File: config.mk
export PLATFORM = sky130hd
export DESIGN_NAME = cdb_arbiter
export DESIGN_NICKNAME = d
export VERILOG_FILES = /design/src/rtl/cdb_arbiter.sv
export SDC_FILE = /design/constraint.sdc
export NUM_CORES = 1
export LEC_CHECK = 0
export ABC_AREA = 1
export CAP_MARGIN = 40
export CORE_UTILIZATION = 25
export DETAILED_ROUTE_END_ITERATION = 8
export HOLD_SLACK_MARGIN = 0.06
export PLACE_DENSITY = 0.44
export SYNTH_ARGS = -nofsm -noshare
export SYNTH_HDL_FRONTEND = slang
export SYNTH_SLANG_ARGS = --single-unit
File: constraint.sdc
create_clock -name clk -period 5.9 [get_ports clk]
set_input_delay 0.59 -clock clk [delete_from_list [all_inputs] [get_ports clk]]
set_output_delay 0.59 -clock clk [all_outputs]
set_load 0.01 [all_outputs]
File: src/rtl/cdb_arbiter.sv
// rtl/cdb_arbiter.sv - round-robin arbiter sharing the ROB write-back port between result producers
//
// Each producer feeds a small age-ordered skid queue. One queue head per cycle is
// granted onto a registered write-back bus. Queued entries follow branch resolution:
// a mispredict discards dependent entries, a correct resolve clears the dependency bit.
//
// Ports:
//   clk, rst            clock (rising edge), asynchronous active-low reset
//   rdy                 global enable; low freezes every register
//   req_valid/tag/data/btag   per-producer result, slice i belongs to producer i
//   req_ready           per-producer queue can accept (registered state and rdy only)
//   bFreeEn/bFreeNum/misTaken branch resolve broadcast
//   enWrtO/WrtTagO/WrtDataO   registered write-back bus
//   grant_id            producer that supplied the current enWrtO pulse
module cdb_arbiter #(
    parameter int NUM_REQ = 3,
    parameter int DEPTH   = 2,
    parameter int TAG_W   = 4,
    parameter int DATA_W  = 32,
    parameter int BTAG_W  = 4,
    parameter logic [TAG_W-1:0] TAG_FREE = 4'b1000
) (
    input  logic                      clk,
    input  logic                      rst,
    input  logic                      rdy,
    input  logic [NUM_REQ-1:0]        req_valid,
    input  logic [NUM_REQ*TAG_W-1:0]  req_tag,
    input  logic [NUM_REQ*DATA_W-1:0] req_data,
    input  logic [NUM_REQ*BTAG_W-1:0] req_btag,
    output logic [NUM_REQ-1:0]        req_ready,
    input  logic                      bFreeEn,
    input  logic [1:0]                bFreeNum,
    input  logic                      misTaken,
    output logic                      enWrtO,
    output logic [TAG_W-1:0]          WrtTagO,
    output logic [DATA_W-1:0]         WrtDataO,
    output logic [1:0]                grant_id
);
    localparam int CW = $clog2(DEPTH + 1);

    logic [TAG_W-1:0]  q_tag  [NUM_REQ][DEPTH];
    logic [DATA_W-1:0] q_data [NUM_REQ][DEPTH];
    logic [BTAG_W-1:0] q_btag [NUM_REQ][DEPTH];
    logic [CW-1:0]     q_cnt  [NUM_REQ];
    logic [1:0]        ptr;

    logic [TAG_W-1:0]  n_tag  [NUM_REQ][DEPTH];
    logic [DATA_W-1:0] n_data [NUM_REQ][DEPTH];
    logic [BTAG_W-1:0] n_btag [NUM_REQ][DEPTH];
    logic [CW-1:0]     n_cnt  [NUM_REQ];

    logic               kill;
    logic               clr;
    logic [BTAG_W-1:0]  bmask;
    logic [NUM_REQ-1:0] elig;
    logic               gnt;
    logic [1:0]         win;
    logic [TAG_W-1:0]   win_tag;
    logic [DATA_W-1:0]  win_data;

    assign kill  = bFreeEn & misTaken;
    assign clr   = bFreeEn & ~misTaken;
    assign bmask = BTAG_W'(1) << bFreeNum;

    // Pre-pop fullness only, so a producer never sees ready combinationally follow valid.
    always_comb begin
        req_ready = '0;
        for (int i = 0; i < NUM_REQ; i++)
            req_ready[i] = rst & rdy & (q_cnt[i] != CW'(DEPTH));
    end

    // Round-robin: the eligible queue closest to ptr (in wrap-around distance) wins.
    always_comb begin
        int d;
        int best;
        d        = 0;
        best     = NUM_REQ;
        elig     = '0;
        win      = '0;
        win_tag  = '0;
        win_data = '0;
        for (int c = 0; c < NUM_REQ; c++) begin
            elig[c] = (q_cnt[c] != '0) && !(kill && (|(q_btag[c][0] & bmask)));
            d = c - int'(ptr);
            if (d < 0)
                d = d + NUM_REQ;
            if (elig[c] && (d < best)) begin
                best     = d;
                win      = 2'(c);
                win_tag  = q_tag[c][0];
                win_data = q_data[c][0];
            end
        end
        gnt = rdy && (best < NUM_REQ);
    end

    // Next queue contents: survivors (not discarded, not popped) packed toward the head
    // in age order, then the incoming entry if it survives the same mask update.
    always_comb begin
        int                run;
        logic              keep;
        logic              pop_i;
        logic              push_keep;
        logic [BTAG_W-1:0] bt;
        logic [BTAG_W-1:0] in_bt;
        run       = 0;
        keep      = 1'b0;
        pop_i     = 1'b0;
        push_keep = 1'b0;
        bt        = '0;
        in_bt     = '0;
        for (int i = 0; i < NUM_REQ; i++) begin
            pop_i     = gnt && (win == 2'(i));
            in_bt     = req_btag[i*BTAG_W +: BTAG_W];
            push_keep = rdy & req_valid[i] & req_ready[i] & ~(kill & (|(in_bt & bmask)));
            if (clr)
                in_bt = in_bt & ~bmask;
            for (int k = 0; k < DEPTH; k++) begin
                n_tag[i][k]  = q_tag[i][k];
                n_data[i][k] = q_data[i][k];
                n_btag[i][k] = q_btag[i][k];
                run = 0;
                for (int j = 0; j < DEPTH; j++) begin
                    bt   = q_btag[i][j];
                    keep = (CW'(j) < q_cnt[i]) && !(kill && (|(bt & bmask))) && !(pop_i && (j == 0));
                    if (keep) begin
                        if (run == k) begin
                            n_tag[i][k]  = q_tag[i][j];
                            n_data[i][k] = q_data[i][j];
                            n_btag[i][k] = clr ? (bt & ~bmask) : bt;
                        end
                        run = run + 1;
                    end
                end
                if (push_keep && (run == k)) begin
                    n_tag[i][k]  = req_tag[i*TAG_W +: TAG_W];
                    n_data[i][k] = req_data[i*DATA_W +: DATA_W];
                    n_btag[i][k] = in_bt;
                end
            end
            n_cnt[i] = CW'(run) + CW'(push_keep);
        end
    end

    always_ff @(posedge clk or negedge rst) begin
        if (!rst) begin
            for (int i = 0; i < NUM_REQ; i++) begin
                q_cnt[i] <= '0;
                for (int j = 0; j < DEPTH; j++) begin
                    q_tag[i][j]  <= '0;
                    q_data[i][j] <= '0;
                    q_btag[i][j] <= '0;
                end
            end
            ptr      <= '0;
            enWrtO   <= 1'b0;
            WrtTagO  <= TAG_FREE;
            WrtDataO <= '0;
            grant_id <= '0;
        end else if (rdy) begin
            for (int i = 0; i < NUM_REQ; i++) begin
                q_cnt[i] <= n_cnt[i];
                for (int j = 0; j < DEPTH; j++) begin
                    q_tag[i][j]  <= n_tag[i][j];
                    q_data[i][j] <= n_data[i][j];
                    q_btag[i][j] <= n_btag[i][j];
                end
            end
            if (gnt) begin
                ptr      <= (win == 2'(NUM_REQ - 1)) ? 2'd0 : win + 2'd1;
                grant_id <= win;
            end
            enWrtO   <= gnt;
            WrtTagO  <= gnt ? win_tag : TAG_FREE;
            WrtDataO <= gnt ? win_data : '0;
        end
    end
endmodule
Word-level counts from Yosys, hierarchy flattened. Cells that the tools add are included.

Register bits after elaboration: 287. Bits of input ports: 130. Logic and storage cells: 257.

Add/subtract/negate cells: 13. Magnitude comparators: 13. Eq/ne operators: 11. Shift operators: 1. Mux-type cells: 71. Bitwise gates (word level): 41. Reductions and logical operators: 81.

Operator list (number): 32-bit two-way mux (22); 32-bit by 2-bit equality test with 1-bit output, second input constant (6); 32-bit logical NOT (6); 4-bit two-way mux (43); 32-bit by 2-bit adder with 32-bit output, second input constant (3); 4-bit AND (18); 32-bit by 3-bit < comparator with 1-bit output, second input constant (2); 32-bit < comparator (2); 4-bit OR reduction (9); 1-bit logical AND (31); 2-bit nonzero test (15); 1-bit AND (18); 3-bit AND reduction (6); 3-bit by 3-bit adder with 4-bit output, second input constant (3); 1-bit by 2-bit < comparator with 1-bit output, first input constant (6); 1-bit logical NOT (9); 3-bit by 1-bit < comparator with 1-bit output, second input constant (3); 2-bit AND reduction (4); 2-bit by 1-bit adder with 2-bit output (3); 2-bit != test, second input constant (3); 1-bit by 2-bit subtractor with 3-bit output, first input constant (2); 1-bit two-way mux (4); 2-bit two-way mux (2); 1-bit inverter (4); 7 further kinds (7).

Depth between registers and ports, before layout. Gate-level depths: netlist of run 1.

Word-level depth: 26. Depth in mapped cells: 32. Mapped depth without buffers: 31.

Worst setup path after synthesis of run 1. Ideal clock, no wire load.

Path type: input to register. Start: input port bFreeNum[0]. End: register q_data[64] in the netlist's numbering. Library setup time: 0.083 ns. Data arrival time: 4.270 ns. Required time: 5.817 ns. Path slack: 1.548 ns. Stages: 31. Buffers on the path: 1. Cell sequence: inv_1 nand3_1 nand2_1 o21ai_0 nand2_1 inv_1 nand2_1 nor2_1 ha_1 nand2_1 nand2_1 nand2_1 nand2_2 o21ai_1 inv_1 ha_1 nand2_1 nand2_1 nand2_1 nand2_1 nand2_2 nand2_4 nand4_4 nand2_1 inv_1 ha_1 ha_1 nand2_1 clkbuf_1 nand2_1 o21ai_0.

Longest elaborated chain between the ends: 25.

RTL lines: start: declaration (RTL line 32) `input logic [1:0] bFreeNum,`; 1-bit by 2-bit << shifter with 4-bit output * (RTL line 63) `assign bmask = BTAG_W'(1) << bFreeNum;`; 4-bit AND (RTL line 83) `elig[c] = (q_cnt[c] != '0) && !(kill && (|(q_btag[c][0] & bmask)));`; 4-bit OR reduction (RTL line 83); 1-bit logical AND (RTL line 83); 1-bit logical NOT (RTL line 83); 1-bit logical AND (RTL line 83); 1-bit logical AND (RTL line 87) `if (elig[c] && (d < best)) begin`; 32-bit two-way mux (RTL line 87); [9 not listed]; 1-bit logical NOT (RTL line 125) `keep = (CW'(j) < q_cnt[i]) && !(kill && (|(bt & bmask))) && !(pop_i && (j == 0));`; 1-bit logical AND (RTL line 125); 1-bit two-way mux (RTL line 126) `if (keep) begin`; 32-bit by 2-bit adder with 32-bit output (RTL line 132) `run = run + 1;`; 32-bit two-way mux (RTL line 126); 32-bit by 2-bit equality test with 1-bit output (RTL line 135) `if (push_keep && (run == k)) begin`; 1-bit logical AND * (RTL line 135); 2-bit AND reduction (no line) *; end signal: indexed assignment (RTL line 165) `q_data[i][j] <= n_data[i][j];`; end: declaration (RTL line 42) `logic [DATA_W-1:0] q_data [NUM_REQ][DEPTH];`.

Mark *: on every way between the ends. The rest lies on a longest branch, timed or not. A chain may end at the register's enable or synchronous reset.

Worst setup path in the final report of run 1.
Start: input port bFreeNum[0]. End: register q_data[93] in the netlist's numbering.

Same word-level chain as after synthesis.

==> results of run 1 <==
-- cells by family (layout without fill, tap and decap cells) --
group                    Yosys count  in the layout  share of synthesized area (%)
AO/OA/AOI/OAI                    373            373                           13.4
adder cells (fa/ha/maj)           26             26                           2.48
buffers and inverters            326            495                           9.13
flip-flops                       286            286                           48.9
other                              1              1                         0.0256
AND/OR/NAND/NOR                  882            882                           26.1
-- power by group through the flow --
| stage | clock network (mW) | logic (mW) | registers (mW) |
|---|---|---|---|
| after floorplan | 0 | 2.26 | 3.28 |
| after global placement | 0 | 3.46 | 3.32 |
| after detailed placement | 0 | 3.50 | 3.33 |
| after CTS | 2.30 | 3.51 | 3.31 |
| after global routing | 2.36 | 3.93 | 3.40 |
| final | 2.23 | 3.45 | 3.31 |
-- cells in the mapped netlist, types with 5 or more instances --
cell type | number | area (um^2)
sky130_fd_sc_hd__a21oi_1 | 17 | 85.1
sky130_fd_sc_hd__a22oi_1 | 12 | 90.1
sky130_fd_sc_hd__buf_2 | 23 | 115
sky130_fd_sc_hd__buf_6 | 9 | 101
sky130_fd_sc_hd__clkbuf_1 | 67 | 251
sky130_fd_sc_hd__clkinv_1 | 5 | 18.8
sky130_fd_sc_hd__dfrtp_1 | 285 | 7130
sky130_fd_sc_hd__fa_1 | 5 | 100
sky130_fd_sc_hd__ha_1 | 21 | 263
sky130_fd_sc_hd__inv_1 | 211 | 792
sky130_fd_sc_hd__nand2_1 | 654 | 2450
sky130_fd_sc_hd__nand2_2 | 5 | 31.3
sky130_fd_sc_hd__nand3_1 | 94 | 470
sky130_fd_sc_hd__nand4_1 | 78 | 488
sky130_fd_sc_hd__nor2_1 | 33 | 124
sky130_fd_sc_hd__o21ai_0 | 269 | 1350
sky130_fd_sc_hd__o21ai_1 | 44 | 220
sky130_fd_sc_hd__o22ai_1 | 24 | 150
-- tightest hold or removal path, stage by stage, from the launching register on --
cell and delay [ns]:
sky130_fd_sc_hd__dfrtp_1 0.34, sky130_fd_sc_hd__nand2_1 0.05, sky130_fd_sc_hd__nand2_1 0.04
-- path summary, 6_finish.rpt --
path	slack, ns	end	cells past startpoint	from
setup / recovery	1.17	q_data[93]	34	bFreeNum[0]
hold / removal	0.47	q_data[122]	2	q_data[122]
setup reg to reg	1.47	q_data[93]	29	grant_id[0]
hold reg to reg	0.47	q_data[122]	2	q_data[122]
max in group asynchronous	3.24	q_data[67]	5	rst
min in group asynchronous	0.57	WrtDataO[4]	2	rst
-- area by class of cell --
cell class / instances / area share [%]
Clock buffer: 52 / 5.58
Multi-Input combinational cell: 1282 / 33.3
Inverter: 220 / 4.47
Clock inverter: 11 / 0.732
Tap cell: 765 / 5.18
Timing Repair Buffer: 212 / 12.0
Sequential cell: 286 / 38.8
-- per-stage QoR --
stage | setup slack, ns | hold slack (ns) | cell area [um^2] | util (%)
global placement | 0.734 | 0.456 | 17300 | 29.9
finish | 1.17 | 0.472 | 18500 | 32.0
CTS | 1.22 | 0.477 | 18500 | 32.0
global route | 0.701 | 0.490 | 18500 | 32.0
detailed placement | 0.675 | 0.459 | 17300 | 30.0
floorplan | 1.55 | 0.294 | 14600 | -
-- registers in the layout, indices dropped and copies added, names as in the netlist --
| register | cells |
|---|---|
| ptr | 1 |
| q_tag | 24 |
| WrtDataO | 32 |
| WrtTagO | 4 |
| q_btag | 24 |
| grant_id | 2 |
| q_cnt | 6 |
| enWrtO | 1 |
| q_data | 192 |
-- routing by layer --
layer  wire (um)  vias up  global-route usage (%)
li1            -     6410                       -
met1       23100     5994                    23.3
met2       22100      289                    26.1
met3        2290       76                    3.05
met4        1160        6                    4.56
met5          36        -                       0
-- timing repair --
item,in CTS,in global routing
hold endpoints to repair,45,0
hold buffers,1,0
buffers inserted,0,0
==> parameters.txt, run 1 <==
Parameter                              Value

Status
  Status ... finished, final reports clean

Clocking
  Clock Pin Slew Worst Setup and Hold Paths ... 0.06 ns
  Clock tree root driver cell ... sky130_fd_sc_hd__clkbuf_16
  CTS HTree Levels ... 2
  TritonCTS buffer count ... 36
  Clock net sink count ... 286
  Number of cells upsized or downsized after cts ... 0
  Clock latency reported for the late side of the worst-skew pair ... 0.56 ns
  Clock tree buffer depth ... 3
  Clock tree from TritonCTS ... yes

GRT
  Total routing usage reported by global routing ... 16.6%
  Antenna violations before repair ... 3
  Wire length of the first global-routing pass ... 76,300 um
  Maximum number of pins on one net before global-route repair ... 179
  Number of global-route vias before repair ... 12,806
  Grt ovf ... 0

Worst setup path
  Max Fanout on Critical Path ... 42
  Cell mode on critical path ... sky130_fd_sc_hd__nand2_1
  Critical path endpoint category ... flop
  Max incr delay on CP ... 0.52 ns
  Buf+Inv Stages, Crit Path ... 6
  Crit path DAT ... 5.15 ns
  Critical setup path kind ... in2reg
  Crit path launch type ... input pin
  Top cell family by delay on the critical path ... simple AND/OR/NAND/NOR gates
  Cell type of the slowest stage on the worst timing path ... sky130_fd_sc_hd__clkdlybuf4s50_1
  Required time at the endpoint of the critical path ... 6.32 ns

Yosys
  Post-synthesis sequential element count ... 286
  Register area share after synthesis ... 48.9%
  Avg Cell Area, Syn ... 7.72 um^2
  Post-Synthesis Cells ... 1,894
  EDFF count, synth ... 0
  Synth async-reset ratio ... 100%
  Most instantiated flip-flop cell in the synthesis netlist ... sky130_fd_sc_hd__dfrtp_1
  Number of distinct library cells after synthesis ... 38
  Cell Area, Synth ... 0.0146 mm^2
  Synth Net Count ... 2,050
  Number of warnings printed during yosys synthesis ... 0

Detailed routing
  Count of nets left with antenna violations after detail routing ... 0
  Routed wirelength normalized by instance count ... 17.2 um
  Total Routed Length ... 48,800 um
  # DRC ... 0
  Average vias per placed instance ... 4.52
  Total vias in the final route ... 12,775
  TritonRoute pass-1 iters ... 5
  Violation count after the first detailed-route iteration ... 926

Timing
  Setup violators final ... 0
  Pins Over Slew Limit ... 0
  Number of failing hold endpoints at the final stage ... 0
  Unrepaired setup endpoints after global routing ... no
  Setup tns final ... 0 ns
  Final Critical Period ... 4.73 ns
  Period Utilization, post-route ... 80.1%
  Worst-Margin Slew ... 1.11 ns
  Peak clock frequency supported by timing ... 0.212 GHz
  Skew final ... 0.0229 ns
  Slew margin rel. ... 26.1%

Pwr
  NetSw ... 3.55 mW
  Clock power share ... 24.8%
  Post-route total power ... 8.98 mW
  Leak pwr ... 9.08 nW
  Flop pwr share ... 36.8%
  Maximum ir drop on the vdd rail ... 0.270 mV
  Switching share of total power ... 39.5%
  Internal Pwr Total ... 5.43 mW
  Cell Pwr Density ... 486 mW/mm^2
  Proportion of power drawn by combinational gates ... 38.4%

Floorplan
  Core Region ... 0.0577 mm^2
  Std cell rows ... 88
  Initial Utilization ... 25.3%
  Chip width ... 244 um
  Total die area ... 0.0595 mm^2
  Die Height ... 244 um
  I/O pin count ... 172

Placed design
  Cell count after placement ... 2,764
  Number of buffers inserted by port buffering ... 171
  Gpl congestion ... 0.826
  Post-DP HPWL ... 34,700 um

Final layout
  Layout-stage area growth over the synthesis result ... 26.3%
  Register area ... 0.00716 mm^2
  Most frequent standard cell in the layout excluding fill and tap cells ... sky130_fd_sc_hd__nand2_1
  Net count of the finished layout ... 2,194
  Area taken by multi-input logic gates ... 0.00614 mm^2
  Highest-count cells in the layout ignoring fill and taps ... 649 x sky130_fd_sc_hd__nand2_1, 285 x sky130_fd_sc_hd__dfrtp_1, 269 x sky130_fd_sc_hd__o21ai_0
  Final standard cell count with taps included and fillers excluded ... 2,828
  Antenna diode count ... 0
  Number of inserted filler cells in the final layout ... 6,181
  Share of final-layout standard cells stronger than drive strength 1 ... 6.20%

Flow run
  Max_cap viols ... 0

Min path
  Hold WC Path Type ... reg2reg
(Power assumes the default switching activity.)
==> inputs of run 2 (changes only) <==
--- a/config.mk
+++ b/config.mk
@@ -10,7 +10,7 @@
 export CORE_UTILIZATION = 25
 export DETAILED_ROUTE_END_ITERATION = 8
 export HOLD_SLACK_MARGIN = 0.06
-export PLACE_DENSITY = 0.44
+export PLACE_DENSITY = 0.45
 export SYNTH_ARGS = -nofsm -noshare
 export SYNTH_HDL_FRONTEND = slang
 export SYNTH_SLANG_ARGS = --single-unit
==> constraint.sdc (replaced) <==
create_clock -name clk -period 4 [get_ports clk]
set_input_delay 0.4 -clock clk [delete_from_list [all_inputs] [get_ports clk]]
set_output_delay 0.4 -clock clk [all_outputs]
set_load 0.01 [all_outputs]
==> parameters.txt, run 2 (synthesis gave the netlist of run 1 again) <==
Parameter                              Value

Clocking
  CTS HTree Levels ... 2
  Clock tree buffer depth ... 3
  Clock tree root driver cell ... sky130_fd_sc_hd__clkbuf_16
  Clock latency reported for the late side of the worst-skew pair ... 0.56 ns
  Clock Pin Slew Worst Setup and Hold Paths ... 0.06 ns
  Clock tree from TritonCTS ... yes
  Clock net sink count ... 286
  TritonCTS buffer count ... 35

Worst setup path
  Crit path launch type ... flop
  Required time at the endpoint of the critical path ... 4.44 ns
  Max incr delay on CP ... 0.38 ns
  Cell mode on critical path ... sky130_fd_sc_hd__nand2_1
  Crit path DAT ... 4.38 ns
  Max Fanout on Critical Path ... 7
  Cell type of the slowest stage on the worst timing path ... sky130_fd_sc_hd__dfrtp_1
  Critical path endpoint category ... flop
  Critical setup path kind ... reg2reg

Timing
  Peak clock frequency supported by timing ... 0.253 GHz
  Skew final ... 0.0222 ns
  Final Critical Period ... 3.94 ns
  Unrepaired setup endpoints after global routing ... yes
  Number of failing hold endpoints at the final stage ... 0
  Slew margin rel. ... 43.5%
  Pins Over Slew Limit ... 0
  Worst-Margin Slew ... 0.847 ns
  Setup tns final ... 0 ns
  Setup violators final ... 0
  Period Utilization, post-route ... 98.6%

Pwr
  Maximum ir drop on the vdd rail ... 0.508 mV
  Post-route total power ... 14.8 mW
  Leak pwr ... 10.2 nW
  Cell Pwr Density ... 708 mW/mm^2

GRT
  Met3 usage in global routing ... 2.64%
  GR Layer Usage met2 ... 26.1%
  Maximum number of pins on one net before global-route repair ... 148
  Gr busiest metal ... met2
  Number of global-route vias before repair ... 12,966
  Grt ovf ... 0
  Wire length of the first global-routing pass ... 76,400 um
  Total routing usage reported by global routing ... 16.6%
  Antenna violations before repair ... 0
  Global routing usage on met1 ... 23.2%

Detailed routing
  Total vias in the final route ... 13,671
  Violation count after the first detailed-route iteration ... 1,025
  Average vias per placed instance ... 4.61
  Count of nets left with antenna violations after detail routing ... 0
  TritonRoute pass-1 iters ... 5
  Total Routed Length ... 54,000 um
  # DRC ... 0
  Routed wirelength normalized by instance count ... 18.2 um

Floorplan
  Initial Utilization ... 25.3%
  Total die area ... 0.0595 mm^2
  Chip width ... 244 um
  Std cell rows ... 88
  Core Region ... 0.0577 mm^2
  Die Height ... 244 um
  I/O pin count ... 172

Min path
  Hold WC Path Type ... in2reg

Placed design
  Number of buffers inserted by port buffering ... 171
  Post-DP HPWL ... 35,800 um
  Gpl congestion ... 0.836

Final layout
  Flip-flop count of the largest register after layout ... 192
  Number of inserted filler cells in the final layout ... 6,061
  Most frequent standard cell in the layout excluding fill and tap cells ... sky130_fd_sc_hd__nand2_1
  Layout-stage area growth over the synthesis result ... 42.9%
  Antenna diode count ... 0
  Register area ... 0.00716 mm^2
  Share of final-layout standard cells stronger than drive strength 1 ... 19.0%
  Most flop-heavy register ... q_data
  Area taken by multi-input logic gates ... 0.00686 mm^2
  Net count of the finished layout ... 2,331
  Highest-count cells in the layout ignoring fill and taps ... 542 x sky130_fd_sc_hd__nand2_1, 284 x sky130_fd_sc_hd__dfrtp_1, 208 x sky130_fd_sc_hd__o21ai_0
  Largest registers in the final layout ... q_data: 192 flops, WrtDataO: 32 flops

Status
  Status ... finished, final reports clean

Flow run
  Max_cap viols ... 0
run 2: worst max-delay path, delay by kind of cell (launching register included):
family,cells,cell delay (ns)
adder cells (fa/ha/maj),4,0.86
AO/OA/AOI/OAI,1,0.16
flip-flops,1,0.38
buffers and inverters,7,0.92
AND/OR/NAND/NOR,16,1.49
run 2: per-layer routing:
| layer | share of wire (%) | vias to the layer above |
|---|---|---|
| met5 | 0 | - |
| met1 | 46 | 6585 |
| met2 | 47 | 317 |
| met4 | 2.2 | 0 |
| li1 | - | 6704 |
| met3 | 4.8 | 65 |
run 2: area by class of cell:
cell class / count / area share (%)
flip-flops and latches: 286 / 34.2
repair buffers: 349 / 18.5
clock buffers: 53 / 5.18
multi-input cells: 1283 / 32.8
inverters: 220 / 4.00
well taps: 765 / 4.58
clock inverters: 10 / 0.658
run 2: report_power, final:
| group | total [mW] | switching, mW | internal, mW |
|---|---|---|---|
| combinational | 6.39 | 3.50 | 2.90 |
| clock | 3.37 | 1.36 | 2.01 |
| sequential | 5.04 | 0.917 | 4.12 |
run 2: worst paths after layout:
path | startpoint | endpoint | slack (ns) | depth (start not counted)
worst max-delay path | ptr[0] | q_data[108] | 0.06 | 28
worst min-delay path | rdy | q_cnt[0] | 0.27 | 3
worst max register to register | ptr[0] | q_data[108] | 0.06 | 28
worst min register to register | q_data[7] | q_data[7] | 0.48 | 2
max in group asynchronous | rst | q_data[172] | 2.13 | 4
min in group asynchronous | rst | q_data[22] | 0.55 | 3
run 2: through the flow:
stage	hold WS [ns]	std cells	utilization (%)	setup WS [ns]	area (um^2)
final	0.267	2966	36.2	0.0551	20900
after CTS	0.223	2919	33.5	0.0107	19300
after global placement	0.459	2854	31.3	-0.705	18100
after floorplan	0.104	1894	-	0.0195	14700
after global routing	0.269	2966	36.2	-0.185	20900
after detailed placement	0.463	2855	31.3	-0.705	18100
run 2: repair_timing:
item,in CTS,in global routing
setup buffers,0,12
hold endpoints to repair,80,0
endpoints found under the setup margin,70,272
resized for setup,4,276
gates cloned,0,35
hold buffers,1,0
pin swaps,0,22
